$ cat config.mk
export PLATFORM = sky130hd
export DESIGN_NAME = controle_vedacao_flat
export DESIGN_NICKNAME = d
export VERILOG_FILES = /design/src/rtl/controle_vedacao_pkg.sv /design/src/rtl/controle_vedacao_if.sv /design/src/rtl/controle_vedacao_temporizador_ciclos.sv /design/src/rtl/controle_vedacao.sv /design/src/flat_wrapper.sv
export SDC_FILE = /design/constraint.sdc
export NUM_CORES = 1
export LEC_CHECK = 0
export CAP_MARGIN = 20
export CORE_MARGIN = 3
export CORE_UTILIZATION = 54
export CTS_BUF_LIST = sky130_fd_sc_hd__clkbuf_4 sky130_fd_sc_hd__clkbuf_8
export CTS_CLUSTER_SIZE = 12
export DETAILED_ROUTE_END_ITERATION = 6
export HOLD_SLACK_MARGIN = 0.06
export PLACE_DENSITY = 0.8
export SLEW_MARGIN = 20
export SYNTH_ARGS = -nofsm -noshare
export SYNTH_HDL_FRONTEND = slang
export SYNTH_HIERARCHICAL = 1
export SYNTH_SLANG_ARGS = --single-unit
$ cat constraint.sdc
create_clock -name clk -period 2.2 [get_ports clk]
set_input_delay 0.55 -clock clk [delete_from_list [all_inputs] [get_ports clk]]
set_output_delay 0.55 -clock clk [all_outputs]
set_load 0.01 [all_outputs]
$ cat src/rtl/controle_vedacao_pkg.sv
// Shared types and constants for the corking-station controller.
package controle_vedacao_pkg;

    // Controller states
    typedef enum logic [2:0] {
        StIdle    = 3'd0,
        StPedir   = 3'd1,
        StVedar   = 3'd2,
        StLiberar = 3'd3,
        StReabast = 3'd4,
        StParado  = 3'd5
    } estado_t;

    localparam int unsigned ROLHAS_POR_PACOTE = 20;
    localparam int unsigned T_VEDAR_PADRAO    = 3;
    localparam int unsigned T_REABAST_PADRAO  = 2;

    function automatic int unsigned maior(input int unsigned a, input int unsigned b);
        return (a > b) ? a : b;
    endfunction

endpackage

$ cat src/rtl/controle_vedacao_if.sv
// Link between the corking controller and the cork tray (bandeja).
interface controle_vedacao_if;
    logic CR;             // tray: five corks left
    logic BZ;             // tray: zero corks left
    logic consumir_rolha; // controller: take one cork
    logic reabastecer;    // controller: load a full pack

    modport master (
        input  CR,
        input  BZ,
        output consumir_rolha,
        output reabastecer
    );

    modport slave (
        output CR,
        output BZ,
        input  consumir_rolha,
        input  reabastecer
    );
endinterface

$ cat src/rtl/controle_vedacao_temporizador_ciclos.sv
// Loadable down-counter shared by the sealing and refill phases.
module controle_vedacao_temporizador_ciclos #(
    parameter int unsigned LARGURA = 2
) (
    input  logic               clk,
    input  logic               reset,
    input  logic               load,
    input  logic [LARGURA-1:0] valor,
    output logic               zero
);
    logic [LARGURA-1:0] contagem;

    // Load a new count or count down to zero and hold there
    always_ff @(posedge clk or negedge reset) begin
        if (!reset) begin
            contagem <= '0;
        end else if (load) begin
            contagem <= valor;
        end else if (contagem != '0) begin
            contagem <= contagem - 1'b1;
        end
    end

    assign zero = (contagem == '0);
endmodule

$ cat src/rtl/controle_vedacao.sv
// Corking-station controller: seals one bottle per arrival, refills the tray from pack stock,
// stops the line when tray and stock are both empty.
module controle_vedacao
    import controle_vedacao_pkg::*;
#(
    parameter int unsigned T_VEDAR     = T_VEDAR_PADRAO,
    parameter int unsigned T_REABAST   = T_REABAST_PADRAO,
    parameter int unsigned ESTOQUE_W   = 3,
    parameter int unsigned ESTOQUE_INI = 5
) (
    input  logic                 clk,
    input  logic                 reset,
    controle_vedacao_if.master   bandeja,
    input  logic                 sensor_vedacao,
    input  logic                 repor_estoque,
    output logic                 atuador_vedacao,
    output logic                 esteira_liberada,
    output logic                 alarme_rolhas,
    output logic                 estoque_vazio,
    output logic [ESTOQUE_W-1:0] estoque
);
    localparam int unsigned TW = $clog2(maior(T_VEDAR, T_REABAST) + 1);
    // Timer counts down to zero inclusive, so load the phase length minus one
    localparam logic [TW-1:0]        CARGA_VEDAR   = TW'(T_VEDAR - 1);
    localparam logic [TW-1:0]        CARGA_REABAST = TW'(T_REABAST - 1);
    localparam logic [ESTOQUE_W-1:0] ESTOQUE_MAX   = '1;
    localparam logic [ESTOQUE_W-1:0] ESTOQUE_RST   = ESTOQUE_W'(ESTOQUE_INI);

    estado_t                estado, estado_d;
    logic                   sensor_q, pendente;
    logic                   sensor_rise, quer_pedir, tem_estoque;
    logic                   entra_reabast, entra_pedir, sai_reabast;
    logic                   carga_timer, timer_zero;
    logic [TW-1:0]          valor_timer;
    logic [ESTOQUE_W-1:0]   estoque_d;

    assign sensor_rise   = sensor_vedacao & ~sensor_q;
    // A bottle that arrived while refilling is still served if it is still there
    assign quer_pedir    = sensor_rise | (pendente & sensor_vedacao);
    assign tem_estoque   = (estoque != '0);
    assign entra_reabast = ((estado == StIdle) & bandeja.BZ & tem_estoque) |
                           ((estado == StParado) & tem_estoque);
    assign entra_pedir   = (estado == StIdle) & ~bandeja.BZ & quer_pedir;
    assign sai_reabast   = (estado == StReabast) & timer_zero;
    assign carga_timer   = (estado == StPedir) | entra_reabast;
    assign valor_timer   = (estado == StPedir) ? CARGA_VEDAR : CARGA_REABAST;

    controle_vedacao_temporizador_ciclos #(
        .LARGURA (TW)
    ) u_temporizador (
        .clk   (clk),
        .reset (reset),
        .load  (carga_timer),
        .valor (valor_timer),
        .zero  (timer_zero)
    );

    // Next-state selection, top-down priority within each state
    always_comb begin
        estado_d = estado;
        case (estado)
            StIdle: begin
                if (bandeja.BZ) begin
                    estado_d = tem_estoque ? StReabast : StParado;
                end else if (quer_pedir) begin
                    estado_d = StPedir;
                end
            end
            StPedir:   estado_d = StVedar;
            StVedar:   if (timer_zero) estado_d = StLiberar;
            StLiberar: if (!sensor_vedacao) estado_d = StIdle;
            StReabast: if (timer_zero) estado_d = StIdle;
            StParado:  if (tem_estoque) estado_d = StReabast;
            default:   estado_d = StIdle;
        endcase
    end

    // Stock: refill entry and operator top-up cancel out when coincident
    always_comb begin
        estoque_d = estoque;
        if (entra_reabast && !repor_estoque) begin
            estoque_d = estoque - 1'b1;
        end else if (!entra_reabast && repor_estoque && (estoque != ESTOQUE_MAX)) begin
            estoque_d = estoque + 1'b1;
        end
    end

    // Sensor edge register and unserved-arrival flag
    always_ff @(posedge clk or negedge reset) begin
        if (!reset) begin
            sensor_q <= 1'b0;
            pendente <= 1'b0;
        end else begin
            sensor_q <= sensor_vedacao;
            if (entra_pedir) begin
                pendente <= 1'b0;
            end else if (sensor_rise) begin
                pendente <= 1'b1;
            end
        end
    end

    // FSM state with outputs registered from the next state
    always_ff @(posedge clk or negedge reset) begin
        if (!reset) begin
            estado                 <= StIdle;
            bandeja.consumir_rolha <= 1'b0;
            bandeja.reabastecer    <= 1'b0;
            atuador_vedacao        <= 1'b0;
            esteira_liberada       <= 1'b1;
            alarme_rolhas          <= 1'b0;
        end else begin
            estado                 <= estado_d;
            bandeja.consumir_rolha <= (estado_d == StPedir);
            bandeja.reabastecer    <= (estado_d == StReabast);
            atuador_vedacao        <= (estado_d == StVedar);
            esteira_liberada       <= (estado_d == StIdle) || (estado_d == StLiberar);
            if (sai_reabast) begin
                alarme_rolhas <= 1'b0;
            end else if (bandeja.CR || bandeja.BZ || (estado_d == StParado)) begin
                alarme_rolhas <= 1'b1;
            end
        end
    end

    // Pack stock counter and its empty flag
    always_ff @(posedge clk or negedge reset) begin
        if (!reset) begin
            estoque       <= ESTOQUE_RST;
            estoque_vazio <= (ESTOQUE_RST == '0);
        end else begin
            estoque       <= estoque_d;
            estoque_vazio <= (estoque_d == '0);
        end
    end
endmodule
$ cat src/flat_wrapper.sv
// flat-port wrapper written by rule: the top's interface ports become plain ports
module controle_vedacao_flat import controle_vedacao_pkg::*;
#(
    parameter int unsigned T_VEDAR     = T_VEDAR_PADRAO,
    parameter int unsigned T_REABAST   = T_REABAST_PADRAO,
    parameter int unsigned ESTOQUE_W   = 3,
    parameter int unsigned ESTOQUE_INI = 5
)
  (clk, reset, sensor_vedacao, repor_estoque, atuador_vedacao, esteira_liberada, alarme_rolhas, estoque_vazio, estoque, bandeja_CR, bandeja_BZ, bandeja_consumir_rolha, bandeja_reabastecer);
  controle_vedacao_if bandeja_i ();
  input  logic clk;
  input  logic reset;
  input  logic sensor_vedacao;
  input  logic repor_estoque;
  output logic atuador_vedacao;
  output logic esteira_liberada;
  output logic alarme_rolhas;
  output logic estoque_vazio;
  output logic [ESTOQUE_W-1:0] estoque;
  input wire logic [$bits(bandeja_i.CR)-1:0] bandeja_CR;
  input wire logic [$bits(bandeja_i.BZ)-1:0] bandeja_BZ;
  output wire logic [$bits(bandeja_i.consumir_rolha)-1:0] bandeja_consumir_rolha;
  output wire logic [$bits(bandeja_i.reabastecer)-1:0] bandeja_reabastecer;
  assign bandeja_i.CR = bandeja_CR;
  assign bandeja_i.BZ = bandeja_BZ;
  assign bandeja_consumir_rolha = bandeja_i.consumir_rolha;
  assign bandeja_reabastecer = bandeja_i.reabastecer;
  controle_vedacao #(.T_VEDAR(T_VEDAR), .T_REABAST(T_REABAST), .ESTOQUE_W(ESTOQUE_W), .ESTOQUE_INI(ESTOQUE_INI)) u_core (.clk(clk), .reset(reset), .bandeja(bandeja_i), .sensor_vedacao(sensor_vedacao), .repor_estoque(repor_estoque), .atuador_vedacao(atuador_vedacao), .esteira_liberada(esteira_liberada), .alarme_rolhas(alarme_rolhas), .estoque_vazio(estoque_vazio), .estoque(estoque));
endmodule
==> summary.txt <==
Outcome
  • Status: finished clean

Timing
  • RSZ-0062 raised after global routing: no
  • Worst Max-Slew Pin Slew: approximately 0.39 ns
  • Post-route setup slack: 0.177 ns
  • Rel. slew slack: 74.3%
  • Final setup vio count: 0
  • Final Slew Violations: 0
  • Fmax: 494 MHz
  • Period utilisation layout: about nine tenths
  • Worst hold margin: about 0.55 ns
  • Clock Skew: between 0.002 and 0.003 ns
  • Sum Neg Setup Slack: 0 ns
  • Fin crit period: 2.02 ns
  • Final Hold Vio Count: 0

Clock network
  • Post-CTS Setup Inserts: 0
  • Clock latency on the worst-skew pair: 0.29 ns
  • Clock Pin Slew Worst Setup and Hold Paths: approximately 0.09 ns
  • Root Buffer: clkbuf_4
  • Clk sinks: 16
  • TritonCTS clock tree: yes
  • Maximum clock insertion buffer count: 2
  • Cts bufs inserted: 3
  • Resized Gates After CTS: 0
  • CTS H-tree depth: 1
  • CTS hold repair buffers: 0

Hold path
  • WHS Endpoint: u_core/pendente
  • Hold_sp: u_core/pendente
  • HP Class: reg -> reg
  • Hold path cells: 2

Routing
  • Initial DRT Pass Iterations: 4
  • WL met1: 908 um
  • Final ANT Viol Nets: 0
  • Drt wl/cell: 13.9 um
  • Top sig layer: met4
  • DRC violations left: 0
  • Vias: 797
  • Drt first-iter violations: 18
  • Metal3 WL: 81 um
  • Routed WL: about 1900 um
  • Vias/cell: between 5 and 6
  • Met2 WL: slightly below 900 um

Logic synthesis
  • Flops & latches, synth: 16
  • Avg Inst Size Synth: 9.59 um2
  • Yosys warnings: 6
  • Post-Syn Area: around 940 um2
  • Seq/Total Area, Yosys: 43.0%
  • Yosys top cell by area: dfrtp_1
  • Post-synth cell types: 41
  • Syn Inst Count: 98
  • Net Count, Synth: 109
  • Synth top area cells: dfrtp_1 35%, dfstp_2 8.4%, ha_1 6.7%, inv_1 4.4%, nand2_1 2.8%
  • Yosys top cell area share: between 30% and 40%

GRT
  • Largest net degree at the start of global routing: 17
  • First-pass GRT wire length: around 3200 um
  • Vias in the first global route: 729
  • Grt total ovfl: 0
  • Initial antenna violation count: 0
  • GRT Util Overall: between 10% and 20%

Placed design
  • DP HPWL: 1340 um
  • Post-DP Area: 0.00114 mm2
  • I/O Buffers: 14
  • Pre-CTS setup slack: -0.0747 ns
  • Placed cell count: 133
  • Routability-driven placement congestion ratio: 0.723

Layout
  • Commonest non-fill, non-tap cell in the layout: clkdlybuf4s50_1
  • Fillcell total: 122
  • Final instance count without filler cells: roughly 140
  • Most frequent cells in the layout: 14 x clkdlybuf4s50_1, 13 x dfrtp_1, 11 x inv_1
  • Area delta synth->final: 25.2%
  • Ant. Diodes: 0
  • NumNets Final: 133
  • Fin area: 0.00118 mm2
  • Share of post-route cells with drive strength above 1: 15.7%
  • Largest registers: u_core/estado x3, u_core/estoque x3, u_core/u_temporizador/contagem x2

Worst setup path
  • Worst r2r src: u_core/estoque[0]
  • Req. time, crit path: 1.65 ns
  • Worst path slowest cell: dfstp_2
  • Worst reg2reg path depth: 7
  • Worst Setup Path Type: reg -> out
  • CP arrival: 1.47 ns
  • Reg-to-Reg End: u_core/u_temporizador/contagem[1]
  • Crit-path max FO: 8
  • Buf+Inv Stages, Crit Path: 1
  • Worst setup SP type: register
  • Critical Path End Type: output pin
  • Reg2Reg Setup Slack: between 0.15 and 0.2 ns
  • CP peak stage delay: just over 0.6 ns
  • Family with the most delay on the worst path: flip-flops
  • Crit-path cells: clkdlybuf4s50_1

Power and ir drop
  • Logic pwr share: a little under three fifths
  • Power per cell area: 1520 mW/mm2
  • Sw Ratio: about two fifths
  • Clock network fraction of total power: 11.1%
  • P_int: 1060 uW
  • Leak Pwr: about 0.00052 uW
  • Net switching power figure: 724 uW
  • Sequential cell fraction of total power: 33.1%
  • VDD IR max: 0.803 mV

Floorplanning
  • Die Footprint: 0.00228 mm2
  • Initial Utilization: 59.6%
  • Num ports: 15
  • Die Width: 47.7 um
  • Standard-cell row count: 14
  • Die Y: 47.7 um
  • Core box area: 0.00158 mm2

Job
  • Max_cap viols: 0
[power groups by stage]
stage,Sequential [uW],Combinational [uW],Clock (uW)
floorplan,562,687,0
global placement,590,952,0
detailed placement,598,971,0
CTS,593,996,204
global route,620,1100,219
finish,592,997,198
[routing by layer]
metal  track usage [%]  vias up
met5                 0        -
met4              9.68        0
met3              3.38        5
met2              30.1       27
met1              27.4      372
li1                  -      393
[worst register-to-register path: cells and delay by family, from the launching register on]
| family | cells | cell delay, ns |
|---|---|---|
| adder cells (fa/ha/maj) | 1 | 0.26 |
| flip-flops | 1 | 0.39 |
| buffers and inverters | 2 | 0.29 |
| AND/OR/NAND/NOR | 2 | 0.61 |
| AO/OA/AOI/OAI | 2 | 0.36 |
[synth_stat cells (all sizes together)]
cell type / n
or3b: 1
a31oi: 1
ha: 5
clkbuf: 1
nand3b: 1
nand2: 7
dfrtp: 13
nor4: 2
or2b: 1
and2: 1
o211ai: 3
mux2i: 2
o31ai: 2
a32oi: 1
nor3: 5
o221ai: 1
dfstp: 3
o21ai: 4
xnor2: 1
and3b: 1
nor2: 7
nor2b: 1
a21boi: 1
a21oi: 5
a211oi: 1
a211o: 1
o2111ai: 1
nor3b: 1
or2: 1
a311o: 1
inv: 11
buf: 2
and3: 1
nor4b: 1
xor2: 1
o31a: 1
nand2b: 4
or4: 1
[cells by family (layout without fill, tap and decap cells)]
kind of cell | count (synthesis) | count (layout) | synth area share, %
buffers and inverters | 14 | 37 | 6.52
xor gates and xnor gates | 2 | 2 | 1.86
and+or+nand+nor | 36 | 36 | 21.2
DFF | 16 | 16 | 43.0
muxes | 2 | 2 | 2.13
AOI/OAI and AO/OA | 23 | 23 | 18.6
adders and majority gates | 5 | 5 | 6.66
[cell type report]
class                           instances  area, um2  area share [%]
Clock buffer                            4       36.3            3.09
Multi-Input combinational cell         68        474            40.3
Sequential cell                        16        404            34.4
Tap cell                               16       20.0            1.70
Inverter                               11       41.3            3.51
Timing Repair Buffer                   22        200            17.0
[per-stage QoR]
step | total power, uW | utilization, %
floorplan | 1250 | -
global placement | 1540 | 72.3
detailed placement | 1570 | 72.3
CTS | 1790 | 74.6
global route | 1940 | 74.6
finish | 1790 | 74.6
[how the worst max path moves through the flow]
stage	slack (ns)	end	depth (start not counted)	from
4_1_cts	0.16	estoque[2]	1	u_core/estoque[2]
3_5_place_dp	-0.07	u_core/estoque[1]	6	bandeja_BZ
3_3_place_gp	-0.02	u_core/estoque[1]	6	bandeja_BZ
2_1_floorplan	0.21	u_core/u_temporizador/contagem[1]	7	u_core/estoque[0]
5_1_grt	0.09	u_core/u_temporizador/contagem[1]	7	u_core/estoque[0]
6_report	0.18	estoque[2]	1	u_core/estoque[2]
No activity file was read; power rests on OpenSTA's default activity.
